<file path="src/rtl/riscv_fetch_pkg.sv">
// Shared defaults for the instruction fetch stage.
// Widths, reset PC and buffer geometry live here.
package riscv_fetch_pkg;

  localparam int XLEN_D = 32;
  localparam int IMEM_AW_D = 10;
  localparam int FIFO_DEPTH_D = 2;
  localparam logic [XLEN_D-1:0] RESET_PC_D = '0;

  localparam int ILEN_B = 4;

  function automatic logic [XLEN_D-1:0] align_pc(
    input logic [XLEN_D-1:0] pc
  );
    return {pc[XLEN_D-1:2], 2'b00};
  endfunction

endpackage

</file>
<file path="src/rtl/riscv_fetch_fifo.sv">
// Instruction buffer: synchronous FIFO of {pc, inst} entries.
// Flush empties it in one edge; pointers wrap modulo DEPTH.
module riscv_fetch_fifo #(
  parameter int W = 64,
  parameter int DEPTH = 2,
  localparam int AW = $clog2(DEPTH)
) (
  input  logic          clk,
  input  logic          rst_n,
  input  logic          push,
  input  logic          pop,
  input  logic          flush,
  input  logic [W-1:0]  din,
  output logic [AW:0]   count,
  output logic [W-1:0]  head
);

  localparam logic [AW:0] FULL = (AW+1)'(DEPTH);

  logic [W-1:0]  mem [DEPTH];
  logic [AW-1:0] rd;
  logic [AW-1:0] wr;

  assign head = mem[rd];

  always_ff @(posedge clk or negedge rst_n) begin
    if (!rst_n) begin
      rd    <= '0;
      wr    <= '0;
      count <= '0;
      for (int i = 0; i < DEPTH; i++) mem[i] <= '0;
    end else if (flush) begin
      rd    <= '0;
      wr    <= '0;
      count <= '0;
    end else begin
      if (push) begin
        mem[wr] <= din;
        wr      <= wr + 1'b1;
      end
      if (pop) rd <= rd + 1'b1;
      count <= count + (AW+1)'(push) - (AW+1)'(pop);
    end
  end

  always_ff @(posedge clk) begin
    if (rst_n && !flush) begin
      assert (!(push && !pop && count == FULL));
      assert (!(pop && count == '0));
    end
  end

endmodule

</file>
<file path="src/rtl/riscv_fetch.sv">
// Fetch stage: issues word reads, buffers {pc, inst}, and
// hands them downstream; redirects flush wrong-path state.
module riscv_fetch
  import riscv_fetch_pkg::*;
#(
  parameter int XLEN = XLEN_D,
  parameter int IMEM_AW = IMEM_AW_D,
  parameter int FIFO_DEPTH = FIFO_DEPTH_D,
  parameter logic [XLEN-1:0] RESET_PC = RESET_PC_D
) (
  input  logic               clk,
  input  logic               rst_n,
  output logic               imem_en,
  output logic [IMEM_AW-1:0] imem_addr,
  input  logic [XLEN-1:0]    imem_rdata,
  input  logic               redirect_valid,
  input  logic [XLEN-1:0]    redirect_pc,
  output logic               inst_valid,
  input  logic               inst_ready,
  output logic [XLEN-1:0]    inst,
  output logic [XLEN-1:0]    inst_pc,
  output logic [XLEN-1:0]    fetch_pc
);

  localparam int CW = $clog2(FIFO_DEPTH) + 1;

  logic            pending;
  logic [XLEN-1:0] pend_pc;
  logic            pop;
  logic            push;
  logic            issue;
  logic [CW-1:0]   count;
  logic [CW:0]     occ;
  logic [CW:0]     lim;
  logic [2*XLEN-1:0] head;

  assign inst_valid = (count != '0);
  assign pop        = inst_valid & inst_ready;

  // A response landing in a redirect cycle is wrong-path: drop it.
  assign push = pending & ~redirect_valid;

  assign occ   = {1'b0, count} + (CW+1)'(pending);
  assign lim   = (CW+1)'(FIFO_DEPTH) + (CW+1)'(pop);
  assign issue = rst_n & ~redirect_valid & (occ < lim);

  assign imem_en   = issue;
  assign imem_addr = fetch_pc[IMEM_AW+1:2];

  assign inst    = head[XLEN-1:0];
  assign inst_pc = head[2*XLEN-1:XLEN];

  always_ff @(posedge clk or negedge rst_n) begin
    if (!rst_n) begin
      fetch_pc <= RESET_PC;
      pending  <= 1'b0;
      pend_pc  <= '0;
    end else begin
      pending <= issue;
      if (issue) pend_pc <= fetch_pc;
      if (redirect_valid)
        fetch_pc <= {redirect_pc[XLEN-1:2], 2'b00};
      else if (issue)
        fetch_pc <= fetch_pc + XLEN'(ILEN_B);
    end
  end

  riscv_fetch_fifo #(
    .W     (2*XLEN),
    .DEPTH (FIFO_DEPTH)
  ) u_fifo (
    .clk   (clk),
    .rst_n (rst_n),
    .push  (push),
    .pop   (pop),
    .flush (redirect_valid),
    .din   ({pend_pc, imem_rdata}),
    .count (count),
    .head  (head)
  );

endmodule
</file>
<file path="config.mk">
export PLATFORM = sky130hd
export DESIGN_NAME = riscv_fetch
export DESIGN_NICKNAME = d
export VERILOG_FILES = /design/src/rtl/riscv_fetch_pkg.sv /design/src/rtl/riscv_fetch_fifo.sv /design/src/rtl/riscv_fetch.sv
export SDC_FILE = /design/constraint.sdc
export NUM_CORES = 1
export LEC_CHECK = 0
export BUFFER_PORTS_ARGS = -buffer_cell sky130_fd_sc_hd__clkbuf_2
export CAP_MARGIN = 20
export CORE_ASPECT_RATIO = 1.1
export CORE_UTILIZATION = 55
export DETAILED_ROUTE_END_ITERATION = 8
export GPL_ROUTABILITY_DRIVEN = 0
export MAX_ROUTING_LAYER = met4
export PLACE_DENSITY = 0.9
export SLEW_MARGIN = 20
export SYNTH_ARGS = -nofsm -noshare
export SYNTH_HDL_FRONTEND = slang
export SYNTH_SLANG_ARGS = --single-unit
</file>
<file path="constraint.sdc">
create_clock -name clk -period 2.81 [get_ports clk]
set_clock_uncertainty 0.15 [all_clocks]
set_input_delay 0.843 -clock clk [delete_from_list [all_inputs] [get_ports clk]]
set_output_delay 0.843 -clock clk [all_outputs]
set_load 0.1 [all_outputs]
</file>
==> summary.txt <==
Status
  • Run status: finished, final reports clean

Logic synthesis
  • Mapped Cells: 650
  • EDFF count, synth: 0
  • Flops & latches, synth: 189
  • Library cell occupying the most area in the post-synthesis netlist: sky130_fd_sc_hd__dfrtp_1
  • Top cells by area, synth: sky130_fd_sc_hd__dfrtp_1 (55%), sky130_fd_sc_hd__mux2_2 (28%), sky130_fd_sc_hd__xnor2_1 (2.0%)
  • Share of the synthesized area in the top cell type: 55.17%
  • Top_reg_cell synth: sky130_fd_sc_hd__dfrtp_1
  • Post-synthesis area per instance: 13.19 um^2
  • Async SR Flop Fraction: 100.0%
  • Distinct cell type count after synthesis: 33
  • Yosys warns: 0
  • Most frequent cells after synthesis: sky130_fd_sc_hd__mux2_2 (216), sky130_fd_sc_hd__dfrtp_1 (189), sky130_fd_sc_hd__nand2_1 (40)
  • Synth Cell Area: 0.008572 mm^2
  • Sequential share of the synthesized area: 55.17%
  • Most instantiated library cell after synthesis: sky130_fd_sc_hd__mux2_2

Route
  • Total vias in the final route: 5,826
  • Number of antenna-violating nets in the routed design: 0
  • Detailed-route DRC error count: 0
  • Vias/cell: 5.624
  • Wire length reported by the detailed router: 19.26 mm
  • TritonRoute pass-1 iters: 5
  • WL/cell: 18.59 um
  • Number of DRC markers in iteration 0: 296

Critical path
  • Largest fanout of any net on the critical path: 2
  • Worst Path Class, Setup: reg2out
  • CP Capture Type: output pin
  • Critical Path RT: 1.82 ns
  • Element type at the critical path start: flip-flop
  • Arrival time at the worst endpoint: 1.79 ns

Placement
  • Post-detailed-placement half-perimeter wirelength: 13.26 mm
  • Pre-CTS setup slack: 0.03496 ns
  • Cell area reported after detailed placement: 0.01043 mm^2
  • Quantity of I/O buffers inserted on ports: 169

Final layout
  • Area overhead of the layout relative to synthesis: 30.26%
  • Final standard cell area without fillers: 0.01117 mm^2
  • Fraction of layout cells with a size suffix above 1: 55.95%
  • # nets final: 900
  • Antenna cells: 0

Global route
  • Met2 track demand over resource in global routing: 42.38%
  • Pin count of the biggest net entering global routing: 190
  • Met1 Track Usage GR: 32.94%
  • Initial antenna violation count: 0
  • Overflow after GRT: 0
  • Global routing's busiest layer: met2
  • Via count of the first global-routing pass: 6,093
  • Met3 demand-to-capacity share in global routing: 5.431%
  • Total track usage: 26.29%
  • First-pass GRT wire length: 31.32 mm

Floorplan
  • Area of the die: 0.01609 mm^2
  • Starting utilization of the core area: 56.72%
  • Number of placement rows: 47
  • Vert. Die Dim: 132.9 um
  • Number of I/O pins: 176
  • Chip width: 121.0 um
  • Placeable Area: 0.01511 mm^2

Timing
  • Slew Limit Fails: 0
  • Min cycle time layout: 2.782 ns
  • Final setup vio count: 0
  • Unrepaired setup endpoints after global routing: true
  • Total Negative Setup Slacks: 0 ns
  • Tightest Pin Transition: 1.037 ns
  • Post-route clock period utilization: 99.00%
  • Headroom to the max-slew limit: 30.87%
  • Highest achievable clock rate: 359.5 MHz
  • Final Hold Vio Count: 0
  • Smallest setup slack after layout: 0.02824 ns
  • Final Hold Slack: 0.3522 ns

Clock network
  • Insertion delay of the later-clocked pin in the worst-skew pair: 0.43 ns
  • CTS tree: done
  • TritonCTS Sinks: 189
  • CTS Buffer Depth: 2
  • Clock transition at the register clock pins on the worst setup and hold paths after CTS: 0.07 ns
  • Number of hold buffers added after cts: 0
  • Number of buffers created by CTS: 17
  • Buffer cell driving the clock tree root: sky130_fd_sc_hd__clkbuf_16
  • Number of H-tree branching levels: 4

Min path
  • Worst hold path class: reg2reg

Run
  • Number of maximum-capacitance violations: 0
routing by layer:
layer	routed length, um	share of wire (%)	vias up
met5	0	0	-
met4	367	1.9	0
met3	1069	5.5	26
met2	9646	50	216
met1	8181	42	2934
li1	-	-	2650
state kept, by name (all words and copies together), names as in the netlist:
name	flops
pending	1
fetch_pc	30
u_fifo.rd	1
pend_pc	30
u_fifo.wr	1
u_fifo.mem	124
u_fifo.count	2
final cells by class:
type | instances | area [um^2]
fillers | 986 | 3948
flip-flops and latches | 189 | 4745
repair buffers | 204 | 1879
well taps | 196 | 245.2
inverters | 7 | 30.03
multi-input cells | 408 | 3646
clock buffers | 25 | 485.5
clock inverters | 7 | 135.1
worst paths after layout:
path                           startpoint             end  slack, ns  cells past startpoint
setup / recovery                  pending         imem_en       0.03                      7
hold / removal             u_fifo.mem[62]  u_fifo.mem[62]       0.35                      1
setup reg to reg                  pending    fetch_pc[31]       0.19                      9
hold reg to reg            u_fifo.mem[62]  u_fifo.mem[62]       0.35                      1
max in group asynchronous           rst_n    fetch_pc[25]       1.07                      3
min in group asynchronous           rst_n    fetch_pc[20]       0.58                      3
kinds of logic after synthesis:
| logic type | share of synthesized area [%] |
|---|---|
| simple gates | 7.240 |
| other cells | 0.04375 |
| flops | 55.17 |
| compound gates | 2.262 |
| xor+xnor | 2.963 |
| buf+inv | 3.095 |
| fa+ha+maj | 0.7298 |
| mux | 28.49 |
cell usage in the layout (no fill, tap or decap), types with 3 or more instances in the layout:
| cell type | n |
|---|---|
| sky130_fd_sc_hd__or4_1 | 4 |
| sky130_fd_sc_hd__o21ai_0 | 26 |
| sky130_fd_sc_hd__clkinv_2 | 3 |
| sky130_fd_sc_hd__inv_1 | 6 |
| sky130_fd_sc_hd__nor3_1 | 4 |
| sky130_fd_sc_hd__clkbuf_2 | 107 |
| sky130_fd_sc_hd__mux2_2 | 216 |
| sky130_fd_sc_hd__nand3_1 | 15 |
| sky130_fd_sc_hd__buf_4 | 28 |
| sky130_fd_sc_hd__and4_1 | 4 |
| sky130_fd_sc_hd__dfrtp_2 | 12 |
| sky130_fd_sc_hd__ha_1 | 3 |
| sky130_fd_sc_hd__xnor2_1 | 20 |
| sky130_fd_sc_hd__clkbuf_4 | 16 |
| sky130_fd_sc_hd__buf_6 | 3 |
| sky130_fd_sc_hd__xor2_1 | 9 |
| sky130_fd_sc_hd__conb_1 | 4 |
| sky130_fd_sc_hd__buf_12 | 48 |
| sky130_fd_sc_hd__nand2_1 | 39 |
| sky130_fd_sc_hd__dfrtp_1 | 177 |
| sky130_fd_sc_hd__nor4b_1 | 3 |
| sky130_fd_sc_hd__nand4_1 | 13 |
| sky130_fd_sc_hd__nor2_1 | 7 |
| sky130_fd_sc_hd__nor4_1 | 12 |
| sky130_fd_sc_hd__nor2b_1 | 4 |
| sky130_fd_sc_hd__clkbuf_16 | 17 |
| sky130_fd_sc_hd__clkbuf_8 | 4 |
| sky130_fd_sc_hd__clkbuf_1 | 5 |
| sky130_fd_sc_hd__bufinv_16 | 4 |
metrics by stage:
stage | utilization, % | std cells
after global placement | 69.01 | 1000
final | 73.88 | 1036
after global routing | 73.88 | 1036
after detailed placement | 69.01 | 1000
after floorplan | - | 653
after CTS | 73.73 | 1035
critical path, cell delays in order (launching register included):
cell,delay (ns)
sky130_fd_sc_hd__dfrtp_1,0.40
sky130_fd_sc_hd__ha_2,0.20
sky130_fd_sc_hd__ha_4,0.17
sky130_fd_sc_hd__nor2b_4,0.11
sky130_fd_sc_hd__buf_6,0.11
sky130_fd_sc_hd__nand3_4,0.09
sky130_fd_sc_hd__clkinvlp_4,0.11
sky130_fd_sc_hd__buf_12,0.17
what timing repair did:
| action | in CTS | in global routing |
|---|---|---|
| endpoints found under the setup margin | 28 | 14 |
| pin swaps | 1 | 1 |
| setup buffers | 3 | 1 |
| gates resized for setup | 22 | 5 |
Power is not shown: default switching activity piles up to over one toggle a cycle in this logic, so the estimate is an artifact.
